<file path="src/rtl/pc_fetch.sv">
// rtl/pc_fetch.sv - instruction fetch stage: PC sequencing, redirect handling and one-entry skid buffer
module pc_fetch #(
    parameter logic [31:0] RESET_PC = 32'h0000_0000
) (
    input  logic        clk,
    input  logic        rst_n,
    input  logic        flush_i,
    input  logic [31:0] new_pc_i,
    input  logic        branch_flag_i,
    input  logic [31:0] branch_target_i,
    input  logic        stall_i,
    input  logic        pc_instr_invalid_i,
    output logic        inst_req_o,
    output logic [31:0] inst_addr_o,
    input  logic        inst_ack_i,
    input  logic [31:0] inst_rdata_i,
    output logic [31:0] pc_o,
    output logic [31:0] instr_o,
    output logic        instr_valid_o
);

    typedef enum logic [1:0] {IDLE, REQ, HOLD, DROP} state_t;

    state_t      state_q;
    logic [31:0] addr_q;
    logic [31:0] pc_q;
    logic [31:0] instr_q;
    logic        valid_q;
    logic [31:0] skid_pc_q;
    logic [31:0] skid_instr_q;
    logic [31:0] pend_q;
    logic        pend_flush_q;

    logic [31:0] redir_tgt_d;
    logic [31:0] seq_addr_d;
    logic        take_new_d;
    logic [31:0] drop_tgt_d;

    always_comb begin
        redir_tgt_d = flush_i ? new_pc_i : branch_target_i;
        seq_addr_d  = addr_q + 32'd4;
        // A pending flush target may only be replaced by a newer flush.
        take_new_d  = flush_i || (branch_flag_i && !pend_flush_q);
        drop_tgt_d  = take_new_d ? redir_tgt_d : pend_q;
    end

    always_ff @(posedge clk or negedge rst_n) begin
        if (!rst_n) begin
            state_q      <= IDLE;
            addr_q       <= RESET_PC;
            pc_q         <= 32'd0;
            instr_q      <= 32'd0;
            valid_q      <= 1'b0;
            skid_pc_q    <= 32'd0;
            skid_instr_q <= 32'd0;
            pend_q       <= 32'd0;
            pend_flush_q <= 1'b0;
        end else begin
            if (pc_instr_invalid_i) valid_q <= 1'b0;
            if (flush_i) begin
                valid_q      <= 1'b0;
                skid_pc_q    <= 32'd0;
                skid_instr_q <= 32'd0;
            end
            case (state_q)
                IDLE: begin
                    state_q <= REQ;
                    addr_q  <= RESET_PC;
                end
                REQ: begin
                    if (inst_ack_i) begin
                        if (flush_i) begin
                            addr_q <= new_pc_i;
                        end else if (!stall_i) begin
                            // Branch with ack still delivers the delay-slot word.
                            pc_q    <= addr_q;
                            instr_q <= inst_rdata_i;
                            valid_q <= ~pc_instr_invalid_i;
                            addr_q  <= branch_flag_i ? branch_target_i : seq_addr_d;
                        end else if (branch_flag_i) begin
                            addr_q <= branch_target_i;
                        end else begin
                            skid_pc_q    <= addr_q;
                            skid_instr_q <= inst_rdata_i;
                            addr_q       <= seq_addr_d;
                            state_q      <= HOLD;
                        end
                    end else if (flush_i || branch_flag_i) begin
                        pend_q       <= redir_tgt_d;
                        pend_flush_q <= flush_i;
                        state_q      <= DROP;
                    end
                end
                HOLD: begin
                    if (flush_i || branch_flag_i) begin
                        addr_q       <= redir_tgt_d;
                        skid_pc_q    <= 32'd0;
                        skid_instr_q <= 32'd0;
                        state_q      <= REQ;
                    end else if (!stall_i) begin
                        pc_q    <= skid_pc_q;
                        instr_q <= skid_instr_q;
                        valid_q <= ~pc_instr_invalid_i;
                        state_q <= REQ;
                    end
                end
                DROP: begin
                    if (inst_ack_i) begin
                        addr_q       <= drop_tgt_d;
                        pend_q       <= 32'd0;
                        pend_flush_q <= 1'b0;
                        state_q      <= REQ;
                    end else if (take_new_d) begin
                        pend_q       <= redir_tgt_d;
                        pend_flush_q <= pend_flush_q | flush_i;
                    end
                end
                default: state_q <= IDLE;
            endcase
        end
    end

    assign inst_req_o    = (state_q == REQ) || (state_q == DROP);
    assign inst_addr_o   = addr_q;
    assign pc_o          = pc_q;
    assign instr_o       = instr_q;
    assign instr_valid_o = valid_q;

endmodule
</file>
<file path="config.mk">
export PLATFORM = sky130hd
export DESIGN_NAME = pc_fetch
export DESIGN_NICKNAME = d
export VERILOG_FILES = /design/src/rtl/pc_fetch.sv
export SDC_FILE = /design/constraint.sdc
export NUM_CORES = 1
export LEC_CHECK = 0
export ABC_CLOCK_PERIOD_IN_PS = 2500
export CAP_MARGIN = 5
export CORE_MARGIN = 3
export CORE_UTILIZATION = 40
export DETAILED_ROUTE_END_ITERATION = 12
export DONT_BUFFER_PORTS = 1
export PLACE_DENSITY_LB_ADDON = 0.12
export SYNTH_ARGS = -nofsm -noshare
export SYNTH_HDL_FRONTEND = slang
export SYNTH_SLANG_ARGS = --single-unit
</file>
<file path="constraint.sdc">
create_clock -name clk -period 2.5 [get_ports clk]
set_input_delay 0.375 -clock clk [delete_from_list [all_inputs] [get_ports clk]]
set_output_delay 0.375 -clock clk [all_outputs]
set_load 0.01 [all_outputs]
</file>
==> out/metrics.yaml, run 1 <==
yosys_warnings: 0
drv_slew: 0
p_leak_uw: 0.004984
drc: 0
synth_async_sr_flop_share_pct: 100.0
slew_headroom_pct: 31.52
switching_share_pct: 45.36
core_area_um2: 26350
dieArea_um2: 29120
ys_types: 54
n_antenna_cell: 0
fmax_mhz: 426.2
tns_ps: 0
cp.arrival_ps: 2690
cts_buffer_depth: 2
io_buffers: 0
clkLatencyLatePin_ps: 450
cts_buffers: 17
antenna_found_initial: 0
num_vias: 9231
power.internal_uw: 8320
critPathCaptureType: "flop"
status: "complete, but fails checks"
combPwrFrac_pct: 44.2
gr-usage-all-layers_pct: 24.27
via_per_inst: 6.199
io_pins: 201
finClkSkew_ps: 21.67
maxCapViolCount: 0
avgSynthCellArea_um2: 9.317
postRouteAntennaNets: 0
critPathLaunchType: "flop"
cts_tree: "yes"
synth_xor_area_share_pct: 1.696
vdd_drop_max_uv: 467.0
seq_area_frac_synth_pct: 45.22
path_class: "reg2reg"
hold_viol: 196
first_pass_iters: 5
period_share_pct: 93.84
fin_util_pct: 45.83
holdBufCountCts: 1
drive_gt1_share_pct: 11.18
htreeDepth: 4
clkSinkCount: 196
critPathRequiredTime_ps: 2840
crit_fanout: 14
die_w_um: 170.7
ys_ff_latch: 196
synth_edf_count: 0
period_minus_slack_ps: 2346
grt_setup_unrepaired: "no"
ys.flop_type: "dfrtp_1"
worstMarginPinSlew_ps: 1026
die_h_um: 170.7
grt_max_degree: 197
hpwlAfterDp_um: 24630
yosys.area.top_type: "dfrtp_1"
hold_class: "in2async"
syn_to_final_growth_pct: 11.36
dp_cells: 1456
synth_fa_ha_area_share_pct: 0.5768
pwr-share-clk_pct: 19.2
grt_overflow: 0
place.gp.congestion: 0.8962
synth-compound-area-share_pct: 26.58
p_switching_uw: 6906
fillers: 2513
synth_top_family_by_area: "compound AO/OA/AOI/OAI gates"
yosys-top-cells-area: "dfrtp_1 45%, mux2i_1 8.2%, a22o_1 6.5%, a21oi_1 5.3%, a22oi_1 3.9%"
final_cells: 1489
mostFrequentLayoutCells: "196 x dfrtp_1, 114 x a21oi_1, 106 x nor2_1"
cts-root-buf: "clkbuf_16"
path_clk_slew_ps: 90
grt_pass1_wl_um: 54770
setup_viol: 0
grt_pass1_vias: 8805
layout_commonest_cell: "dfrtp_1"
finalNetCount: 1249
initial_core_util_pct: 41.15
syn_area_um2: 10850
syn_nets: 1272
first_iter_violations: 950
drt_wl_total_um: 35920
synth_cells: 1164
wl_per_cell_um: 24.12
synth_mux_area_share_pct: 9.875
postCtsSetupBuffers: 0
rows: 59
fin_hold_ws_ps: -372.3
power_density_nw_per_um2: 1261
synthDominantCellAreaShare_pct: 45.22
violations: "hold timing"
seqPwrFrac_pct: 36.6
synthSimpleGateAreaFrac_pct: 11.50
## power groups by stage
stage	combinational (uW)	clock, uW	sequential (uW)
after floorplan	4490	0	5370
after global placement	6580	0	5630
after detailed placement	6630	0	5650
after CTS	6670	3010	5590
after global routing	7360	3130	5730
final	6730	2920	5570
## registers in the layout, summed over array words and instances, names as in the netlist
signal,flops
instr_valid_o,1
inst_addr_o,32
skid_pc_q,32
instr_o,32
skid_instr_q,32
pend_flush_q,1
pc_o,32
pend_q,32
state_q,2
## synth_stat cells (6+ instances only)
| library cell | number |
|---|---|
| a211oi_1 | 8 |
| nor4_1 | 6 |
| xnor2_1 | 13 |
| nand2_1 | 81 |
| nand3_1 | 21 |
| o21ai_1 | 25 |
| clkbuf_1 | 88 |
| o22ai_1 | 7 |
| and3_1 | 8 |
| a22oi_1 | 56 |
| nand4_1 | 10 |
| buf_1 | 16 |
| nor2_1 | 109 |
| nor3_1 | 13 |
| a221oi_1 | 12 |
| a22o_1 | 81 |
| mux2_2 | 16 |
| inv_1 | 22 |
| mux2i_1 | 89 |
| o21ai_0 | 69 |
| dfrtp_1 | 196 |
| xor2_1 | 8 |
| o221ai_1 | 17 |
| o211ai_1 | 6 |
| a21oi_1 | 114 |
## per-stage QoR
step           hold slack, ps  area [um2]  power, uW  setup slack [ps]
2_1_floorplan           79.41       10850       9858             214.9
3_3_place_gp            90.27       11440      12210             235.8
3_5_place_dp            87.64       11440      12280             198.3
4_1_cts                -396.0       12080      15260             176.9
5_1_grt                -403.5       12080      16210             40.11
6_report               -372.3       12080      15230             153.9
## path summary, 6_finish.rpt
path | end | from | depth (start not counted) | slack [ps]
max | inst_addr_o[28]$_DFFE_PN0P_ | state_q[1]$_DFFE_PN0P_ | 7 | 150
min | pend_q[2]$_DFFE_PN0P_ | rst_n | 0 | -370
max reg2reg | inst_addr_o[28]$_DFFE_PN0P_ | state_q[1]$_DFFE_PN0P_ | 7 | 150
min reg2reg | skid_pc_q[5]$_DFF_PN0_ | skid_pc_q[5]$_DFF_PN0_ | 1 | 500
max in group asynchronous | skid_pc_q[7]$_DFF_PN0_ | rst_n | 0 | 2340
min in group clk | pend_q[23]$_DFFE_PN0P_ | inst_ack_i | 1 | 40
## routing by layer
metal  global-route usage (%)  vias up  wire length, um
met5                        0        -                0
met3                    6.654       34             3185
met4                    5.961        0              544
li1                         -     4262                -
met1                    36.03     4561            16630
met2                    35.08      374            15570
## layout make-up
cell class | instances | area, um2 | area share [%]
clock buffer | 17 | 425.4 | 3.522
clock inverter | 15 | 203.9 | 1.689
inverter | 22 | 82.58 | 0.6837
multi-input combinational | 838 | 5482 | 45.39
sequential | 196 | 4905 | 40.61
tap | 335 | 419.2 | 3.470
timing repair buffer | 66 | 560.5 | 4.641
## worst max-delay path, stage by stage, from the launching register on
cell and delay [ps]:
dfrtp_1 440, ha_1 220, buf_4 200, o21ba_2 240
or2_2 390, a222oi_1 410, o211ai_1 170, o21a_1 190
## what timing repair did
| action | in CTS | in global routing |
|---|---|---|
| resized for setup | 0 | 1 |
| endpoints found under the setup margin | 0 | 6 |
| endpoints found under the hold margin | 197 | 196 |
## cells by family after synthesis
group	count (synthesis)
buffers and inverters	130
AO/OA/AOI/OAI	431
AND/OR/NAND/NOR	276
adder cells (fa/ha/maj)	5
multiplexers	105
flip-flops	196
XOR/XNOR	21
(Power assumes the default switching activity.)
==> inputs of run 2 (changes only) <==
CORE_ASPECT_RATIO = 1.25   (was default)
SETUP_SLACK_MARGIN = 0.15   (was default)
==> run 2 against run 1 <==
Net effect: sequential power about the same; clock power decreased by 7%; the run still ends with hold timing left; critical path depth decreased by 1; combinational power increased by 1%; sequential share of layout area about the same; routed wire length decreased by 0.93%; largest power group unchanged; sequential cell count unchanged; non-clock buffer count increased by 4.
==> out/metrics.yaml, run 2 (synthesized netlist as in run 1, its figures left out) <==
dp_cells: 1464  # +0.55%
path_cells: "nand4_4 -> or4_4 -> or4_1 -> xnor2_1 -> nor2_1 -> o21a_1"
clkLatencyLatePin_ps: 440  # about the same
core_area_um2: 26340  # about the same
finClkSkew_ps: 7.598  # -14.07 ps
first_iter_violations: 724  # -24%
timing.final.ws_setup_ps: 256.5  # +102.5 ps
mostFrequentLayoutCells: "195 x dfrtp_1, 114 x a21oi_1, 107 x nor2_1"
use_met2_pct: 37.13  # +2.1 points
io_pins: 201  # unchanged
wl_per_cell_um: 23.76  # -1.5%
first_pass_iters: 5  # unchanged
via_per_inst: 6.087  # -1.8%
worstMarginPinSlew_ps: 755.3  # -270.8 ps
fillers: 2525  # +0.48%
n_antenna_cell: 0  # unchanged
dieArea_um2: 29140  # about the same
grt_pass1_vias: 8920  # +1.3%
gr-usage-all-layers_pct: 24.08  # -0.19 points
cts_tree: "yes"
slew_headroom_pct: 49.64  # +18 points
hpwlAfterDp_um: 24700  # +0.27%
regToRegSetupSlack_ps: 260  # +100 ps
cts-root-buf: "clkbuf_16"
critPathLaunchType: "flop"
crit_slowest_cell: "or4_4"
crit_cells: 6  # -1
multiInputGateArea_um2: 5482  # unchanged
hold_viol: 196  # unchanged
grtUsageMet1_pct: 33.02  # -3.0 points
drc: 0  # unchanged
cpLargestDelayFamily: "simple AND/OR/NAND/NOR gates"
pre_cts_ws_ps: 243.1  # +44.88 ps
path_clk_slew_ps: 70  # -20 ps
drive_gt1_share_pct: 11.49  # +0.31 points
place.gp.congestion: 0.8751  # -2.4%
grt.busiest_layer: "met2"
layout_commonest_cell: "dfrtp_1"
syn_to_final_growth_pct: 11.34  # about the same
tns_ps: 0  # unchanged
period_share_pct: 89.74  # -4.1 points
grt_max_degree: 197  # unchanged
met3_usage_pct: 7.031  # +0.38 points
cts_buffer_depth: 2  # unchanged
clkSinkCount: 196  # unchanged
antenna_found_initial: 0  # unchanged
path_class: "reg2reg"
holdBufCountCts: 1  # unchanged
final_cells: 1498  # +0.60%
die_h_um: 190.1  # +11%
fin_hold_ws_ps: -375.3  # -3.052 ps
regArea_um2: 4906  # about the same
drt_wl_total_um: 35590  # -0.93%
cts_buffers: 17  # unchanged
violations: "hold timing"
critPathCaptureType: "flop"
power_density_nw_per_um2: 1251  # -0.78%
postRouteAntennaNets: 0  # unchanged
drv_slew: 0  # unchanged
die_w_um: 153.3  # -10%
fmax_mhz: 445.7  # +4.6%
hold_class: "in2async"
grt_setup_unrepaired: "yes"
status: "complete, but fails checks"
cp_num_buf_inv: 0  # -1
grt_overflow: 0  # unchanged
setup_viol: 0  # unchanged
period_minus_slack_ps: 2244  # -102.5 ps
p_leak_uw: 0.004993  # +0.17%
htreeDepth: 4  # unchanged
initial_core_util_pct: 41.17  # about the same
grt_pass1_wl_um: 55320  # +1.0%
num_vias: 9118  # -1.2%
rows: 66  # +12%
maxCapViolCount: 0  # unchanged
ff2ff_path_depth: 6  # -1
cp.arrival_ps: 2570  # -120 ps
io_buffers: 0  # unchanged
finalNetCount: 1253  # +0.32%
critPathRequiredTime_ps: 2830  # about the same
crit_fanout: 6  # -8
vdd_drop_max_uv: 533.0  # +14%
max_stage_delay_ps: 590  # +150 ps
-- run 2: metal layers --
metal	share of wire, %	vias to the layer above
met2	46	323
li1	-	4280
met4	2.5	0
met3	7.8	50
met5	0	-
met1	43	4465
-- run 2: final timing paths --
check                                       startpoint                     endpoint
max in group asynchronous                        rst_n        pend_q[3]$_DFFE_PN0P_
setup reg to reg           inst_addr_o[10]$_DFFE_PN0P_  inst_addr_o[28]$_DFFE_PN0P_
hold / removal                                   rst_n         pc_o[17]$_DFFE_PN0P_
hold reg to reg             skid_instr_q[10]$_DFF_PN0_   skid_instr_q[10]$_DFF_PN0_
min in group clk                            inst_ack_i     pend_flush_q$_DFFE_PN0P_
setup / recovery           inst_addr_o[10]$_DFFE_PN0P_  inst_addr_o[28]$_DFFE_PN0P_
-- run 2: report_power, final --
group          switching, uW  internal [uW]  leakage, uW
clock network           1360           1350     0.000287
logic                   4140           2670      0.00225
registers               1280           4300      0.00246
total                   6790           8320      0.00499
-- run 2: layout make-up --
cell class / count / share of cell area, %
inverters: 22 / 0.6839
clock buffers: 18 / 3.637
clock inverters: 14 / 1.140
repair buffers: 70 / 4.994
well taps: 340 / 3.523
multi-input cells: 838 / 45.39
flip-flops and latches: 196 / 40.63
-- run 2: what timing repair did --
item	CTS	global route
resized for setup	0	2
setup endpoints to repair	0	23
hold endpoints to repair	197	196
buffers inserted	0	1
-- run 2: through the flow --
stage               utilization, %  instance area (um2)  hold slack, ps  total power (uW)
floorplan                        -                10850           79.41              9858
global placement             43.57                11480           91.03             12350
detailed placement           43.57                11480           86.08             12430
CTS                          45.80                12060          -392.6             15210
global route                 45.84                12080          -400.0             16140
finish                       45.84                12080          -375.3             15100
